==> src/rtl/usb_vreq_pkg.sv <==
// usb_vreq_pkg: request codes, FSM states and response sizing shared by the Hamming engine
package usb_vreq_pkg;
   localparam logic [7:0] REQ_LEGACY = 8'h01;
   localparam logic [7:0] REQ_LOAD_A = 8'h10;
   localparam logic [7:0] REQ_LOAD_B = 8'h11;
   localparam logic [7:0] REQ_CLEAR  = 8'h12;
   localparam logic [7:0] REQ_DIST   = 8'h20;
   localparam logic [7:0] REQ_POPCNT = 8'h21;
   localparam logic [7:0] ERR_BYTE   = 8'hEE;

   typedef enum logic [2:0] {S_IDLE, S_CALC, S_WRITE, S_COMMIT, S_WAIT_LOW} state_t;

   function automatic int resp_bytes(input int op_w);
      return ($clog2(op_w + 1) + 7) / 8;
   endfunction
endpackage

==> src/rtl/popcount_slice.sv <==
// popcount_slice: combinational count of set bits in one slice
module popcount_slice #(
   parameter int W = 8
) (
   input  logic [W-1:0]             din,
   output logic [$clog2(W+1)-1:0]   cnt
);
   localparam int CW = $clog2(W + 1);
   // adder chain over the slice bits
   always_comb begin
      cnt = '0;
      for (int i = 0; i < W; i++) cnt = cnt + CW'(din[i]);
   end
endmodule

==> src/rtl/usb_vreq_hamming_engine.sv <==
// usb_vreq_hamming_engine: vendor-request driven serial Hamming distance / popcount responder
module usb_vreq_hamming_engine
   import usb_vreq_pkg::*;
#(
   parameter int OP_W         = 64,
   parameter int BITS_PER_CYC = 8,
   parameter int ACK_TIMEOUT  = 4096,
   parameter int ADDR_W       = 9,
   parameter int LEN_W        = 10
) (
   input  logic                      clk_50,
   input  logic                      reset,
   input  logic                      usb_configured,
   input  logic                      vend_req_act,
   input  logic [7:0]                vend_req_request,
   input  logic [15:0]               vend_req_val,
   input  logic                      buf_in_ready,
   input  logic                      buf_in_commit_ack,
   output logic [ADDR_W-1:0]         buf_in_addr,
   output logic [7:0]                buf_in_data,
   output logic                      buf_in_wren,
   output logic                      buf_in_commit,
   output logic [LEN_W-1:0]          buf_in_commit_len,
   output logic [$clog2(OP_W+1)-1:0] result,
   output logic                      busy,
   output logic                      err_dropped,
   output logic                      err_timeout
);
   localparam int CW   = $clog2(OP_W + 1);
   localparam int RB   = resp_bytes(OP_W);
   localparam int NCYC = OP_W / BITS_PER_CYC;
   localparam int LCYC = (8 / BITS_PER_CYC) > 0 ? 8 / BITS_PER_CYC : 1;
   localparam int PW   = $clog2(BITS_PER_CYC + 1);
   localparam int KW   = $clog2(NCYC + 1);
   localparam int TW   = $clog2(ACK_TIMEOUT + 1);
   localparam int BW   = $clog2(RB + 1);

   state_t            state, state_n;
   logic              act_s1, act_s2, rdy_s1, rdy_s2, ack_s1, ack_s2, cfg_s1, cfg_s2;
   logic [OP_W-1:0]   op_a, op_b, sh;
   logic [CW-1:0]     acc;
   logic [KW-1:0]     cnt;
   logic [BW-1:0]     widx, rlen;
   logic [TW-1:0]     tcnt;
   logic              err_resp;
   logic [PW-1:0]     pc;
   logic [RB*8-1:0]   res_ext;
   logic              req_edge, accept, calc_req, no_resp, tmo, in_hs;

   assign req_edge = act_s1 & ~act_s2;
   assign accept   = req_edge & (state == S_IDLE) & cfg_s2 & rdy_s2;
   assign calc_req = vend_req_request inside {REQ_LEGACY, REQ_DIST, REQ_POPCNT};
   assign no_resp  = vend_req_request inside {REQ_LOAD_A, REQ_LOAD_B, REQ_CLEAR};
   assign in_hs    = (state == S_COMMIT) | (state == S_WAIT_LOW);
   assign tmo      = in_hs & (tcnt == TW'(ACK_TIMEOUT - 1));
   assign busy     = state != S_IDLE;
   assign res_ext  = (RB*8)'(result);

   popcount_slice #(.W(BITS_PER_CYC)) u_pc (.din(sh[BITS_PER_CYC-1:0]), .cnt(pc));

   // state register; async reset drops any transfer in flight
   always_ff @(posedge clk_50 or posedge reset) begin
      if (reset) state <= S_IDLE;
      else       state <= state_n;
   end

   // next state and IN-buffer strobes
   always_comb begin
      state_n           = state;
      buf_in_wren       = 1'b0;
      buf_in_commit     = 1'b0;
      buf_in_commit_len = '0;
      buf_in_addr       = '0;
      buf_in_data       = '0;
      case (state)
         S_IDLE:     if (accept) state_n = calc_req ? S_CALC : (no_resp ? S_IDLE : S_WRITE);
         S_CALC:     if (cnt == '0) state_n = S_WRITE;
         S_WRITE: begin
            buf_in_wren = 1'b1;
            buf_in_addr = ADDR_W'(widx);
            buf_in_data = err_resp ? ERR_BYTE : 8'(res_ext >> {widx, 3'b000});
            if (widx == rlen - 1'b1) state_n = S_COMMIT;
         end
         S_COMMIT: begin
            buf_in_commit     = 1'b1;
            buf_in_commit_len = LEN_W'(rlen);
            state_n           = tmo ? S_IDLE : (ack_s2 ? S_WAIT_LOW : S_COMMIT);
         end
         S_WAIT_LOW: if (tmo || !ack_s2) state_n = S_IDLE;
         default:    state_n = S_IDLE;
      endcase
   end

   // synchronisers, operand registers, serial accumulator and handshake timer
   always_ff @(posedge clk_50 or posedge reset) begin
      if (reset) begin
         {act_s1, act_s2, rdy_s1, rdy_s2, ack_s1, ack_s2, cfg_s1, cfg_s2} <= '0;
         op_a        <= '0;
         op_b        <= '0;
         sh          <= '0;
         acc         <= '0;
         cnt         <= '0;
         widx        <= '0;
         rlen        <= '0;
         tcnt        <= '0;
         err_resp    <= 1'b0;
         result      <= '0;
         err_dropped <= 1'b0;
         err_timeout <= 1'b0;
      end else begin
         {act_s1, act_s2} <= {vend_req_act, act_s1};
         {rdy_s1, rdy_s2} <= {buf_in_ready, rdy_s1};
         {ack_s1, ack_s2} <= {buf_in_commit_ack, ack_s1};
         {cfg_s1, cfg_s2} <= {usb_configured, cfg_s1};
         err_timeout      <= tmo;
         tcnt             <= in_hs ? tcnt + 1'b1 : '0;
         if (req_edge && !accept) err_dropped <= 1'b1;
         if (accept) begin
            acc      <= '0;
            widx     <= '0;
            err_resp <= 1'b0;
            rlen     <= BW'(1);
            case (vend_req_request)
               REQ_LOAD_A: op_a <= OP_W'({op_a, vend_req_val});
               REQ_LOAD_B: op_b <= OP_W'({op_b, vend_req_val});
               REQ_CLEAR: begin
                  op_a <= '0;
                  op_b <= '0;
               end
               REQ_LEGACY: begin
                  sh  <= OP_W'(vend_req_val[15:8] ^ vend_req_val[7:0]);
                  cnt <= KW'(LCYC - 1);
               end
               REQ_DIST: begin
                  sh   <= op_a ^ op_b;
                  cnt  <= KW'(NCYC - 1);
                  rlen <= BW'(RB);
               end
               REQ_POPCNT: begin
                  sh   <= op_a;
                  cnt  <= KW'(NCYC - 1);
                  rlen <= BW'(RB);
               end
               default: err_resp <= 1'b1;
            endcase
         end
         if (state == S_CALC) begin
            acc <= acc + CW'(pc);
            sh  <= sh >> BITS_PER_CYC;
            cnt <= cnt - 1'b1;
            if (cnt == '0) result <= acc + CW'(pc);
         end
         if (state == S_WRITE) widx <= widx + 1'b1;
      end
   end
endmodule

==> config.mk <==
export PLATFORM = sky130hd
export DESIGN_NAME = usb_vreq_hamming_engine
export DESIGN_NICKNAME = d
export VERILOG_FILES = /design/src/rtl/usb_vreq_pkg.sv /design/src/rtl/popcount_slice.sv /design/src/rtl/usb_vreq_hamming_engine.sv
export SDC_FILE = /design/constraint.sdc
export NUM_CORES = 1
export LEC_CHECK = 0
export CORE_AREA = 2 2 177 179
export CTS_CLUSTER_DIAMETER = 150
export DETAILED_ROUTE_END_ITERATION = 12
export DIE_AREA = 0 0 179 181
export DONT_BUFFER_PORTS = 1
export PLACE_DENSITY = 0.54
export RECOVER_POWER = 50
export SETUP_SLACK_MARGIN = 0.2
export SLEW_MARGIN = 20
export SYNTH_ARGS = -nofsm -noshare
export SYNTH_HDL_FRONTEND = slang
export SYNTH_SLANG_ARGS = --single-unit
export TNS_END_PERCENT = 1
==> constraint.sdc <==
create_clock -name clk_50 -period 6.65 [get_ports clk_50]
set_clock_uncertainty 0.15 [all_clocks]
set_input_delay 0.3325 -clock clk_50 [delete_from_list [all_inputs] [get_ports clk_50]]
set_output_delay 0.3325 -clock clk_50 [all_outputs]
set_load 0.03 [all_outputs]
==> reports/qor.yml <==
outcome: "finished with violations"
violations: "capacitance limit, slew limit"
ys_seq_area_share_pct: 49.64
core_sq_um: 30350
synth_ff_type: "dfrtp_1"
synthSimpleGateAreaFrac_pct: 17.80
synth-xor-area-share_pct: 6.542
max_cap_viol_count: 2
port_buffers: 0
postSynthCellCount: 1259
synthArstFlopShare_pct: 100.0
layoutNonFillerInstCount: 1663
gp_congestion: 0.7675
dp_cells: 1590
ff_latch_area_sq_um: 5981
worstPathArrival_ns: 4.44
critical_path_class: "flip-flop to flip-flop"
finalCriticalPeriod_ns: 4.182
maxSlewViolCount: 74
final_layout_size_suffix_gt1_share_pct: 9.550
insertedDiodeCount: 0
peakVddDrop_v: 0.0001812
clock_path_buffers: 3
htree_num_levels: 1
grt_pass1_wl_um: 50130
gr-total-overflow: 0
fin_area_sq_um: 13550
rows: 64
hold_viol_final: 0
syn_area_per_cell_sq_um: 9.570
clock_latency_ns: 0.53
p_leak_nw: 6.407
synth_area_leaders: "dfrtp_1 (50%), xnor2_1 (5.5%), nor2_1 (4.0%), inv_1 (3.7%), a221oi_1 (3.6%)"
start_util_pct: 39.70
cts_tree: "built"
synthAdderAreaFrac_pct: 1.765
utilization_pct: 44.64
place_area_sq_um: 12370
num-nets-final: 1292
worstHoldPathType: "input port to flip-flop"
multiInputGateArea_sq_um: 5271
globalRouteTotalUtil_pct: 19.73
cp.required_ns: 6.91
viasPerCell: 5.402
io_pins: 69
post-cts-setup-buffers: 0
cp-end-kind: "flip-flop"
path_max_fanout: 50
yosysMostFrequentCell: "dfrtp_1"
clock_sinks: 239
antenna_found_initial: 1
synth_cell_types: 57
drt-total-wl_um: 31920
worst_pin_slew_ns: 2.799
grt_max_degree: 147
numCtsBuffers: 27
dr.pass1.iters: 5
antenna_left: 0
drt-wirelength-per-cell_um: 19.19
synth_largest_area_cell: "dfrtp_1"
relSlewSlack_pct: -86.59
root_buffer: "clkbuf_16"
setup_violations: 0
ys_seq_elements: 239
die_h_um: 181
fin_setup_tns_ns: 0
synth_top_family_by_area: "simple AND/OR/NAND/NOR gates"
start_kind: "flip-flop"
path_clk_slew_ns: 0.06
dpl.hpwl_um: 17360
synth-warning-count: 0
rsz0062_at_grt: "no"
dieArea_sq_um: 32400
p_per_area_nw_per_um2: 361.7
fillCellCount: 2949
drc_errors: 0
period_share_pct: 62.88
post_cts_resized: 0
grt_pass1_vias: 8956
die_x_um: 179
syn2layout_area_growth_pct: 12.43
synth-compound-area-share_pct: 13.13
drtIter0Drc: 493
synth_mux_area_share_pct: 3.448
netlist.area_leader.share_pct: 49.64
fmaxAchievable_ghz: 0.2391
vias: 8983
netlist_area_sq_um: 12050
synth_edf_count: 0
synthTopCellsByCount: "dfrtp_1 (239), nor2_1 (130), inv_1 (118), nand2_1 (107), xnor2_1 (76)"
==> logic make-up after synthesis <==
logic type	count (synthesis)
flops	239
other cells	1
fa+ha+maj	14
mux	37
xor+xnor	90
buf+inv	221
compound gates	225
simple gates	432
==> layer usage <==
metal | GRT usage (%) | routed length (um)
met1 | 27.62 | 15050
met4 | 6.537 | 926
met5 | 0 | 0
met2 | 31.57 | 14870
met3 | 2.483 | 1072
==> layout by cell type (no fill, tap or decap), types with 19 or more instances in the layout <==
master,n
clkbuf_16,27
dfrtp_1,239
a221oi_1,49
a21o_1,50
inv_1,117
and2_1,19
nor2_1,129
nand4_1,59
mux2_2,36
o21ai_0,65
nand2b_1,58
a21oi_1,20
nand2_1,107
xnor2_1,76
dlygate4sd3_1,24
==> final timing paths <==
path | cells after the start | slack, ns | to | from
max reg2reg | 7 | 2.47 | op_b[3] | state[1]
min reg2reg | 0 | 0.20 | cfg_s2 | cfg_s1
max in group asynchronous | 4 | 3.26 | op_a[3] | reset
max | 7 | 2.47 | op_b[3] | state[1]
min in group asynchronous | 3 | 1.21 | sh[35] | reset
min | 3 | 0.01 | err_resp | vend_req_request[1]
==> report_power, final <==
part	internal, W	switching [W]	total (W)	leakage, nW
logic	0.000597	0.000846	0.00144	3.10
clock network	0.000946	0.000602	0.00155	0.464
registers	0.00170	0.000211	0.00191	2.84
==> sequential cells by signal, summed over array words and instances (netlist names), 3 cells and up <==
| name | cells |
|---|---|
| op_b | 64 |
| op_a | 64 |
| cnt | 4 |
| acc | 7 |
| result | 7 |
| tcnt | 13 |
| sh | 64 |
| state | 3 |
==> stage by stage <==
step | hold slack [ns] | worst slack, ns | total power, W
2_1_floorplan | 0.1812 | 2.824 | 0.003033
3_5_place_dp | 0.1870 | 2.597 | 0.003374
4_1_cts | 0.0005678 | 2.551 | 0.004956
6_report | 0.01283 | 2.468 | 0.004900
5_1_grt | 0.01263 | 2.332 | 0.005232
3_3_place_gp | 0.1834 | 2.626 | 0.003337
==> repair_timing <==
item / 4_1_cts / 5_1_grt
hold endpoints to repair: 128 / 0
setup endpoints to repair: 0 / 0
hold buffers: 25 / 0
==> worst max-delay path: stages, from the launching register on <==
cell and delay, ns:
dfrtp_1 0.46, nor3_1 0.40, inv_1 0.34, nor4_4 0.34, buf_4 0.59, and2_2 0.95
buf_4 0.41, mux2_2 0.37
==> final cells by class <==
class                           count  area share, %
Sequential cell                   239          44.15
Multi-Input combinational cell    815          38.91
Clock buffer                       38          5.883
Tap cell                          396          3.658
Inverter                          118          3.297
Timing Repair Buffer               47          3.150
Clock inverter                     10         0.9513
No activity file was read; power rests on OpenSTA's default activity.
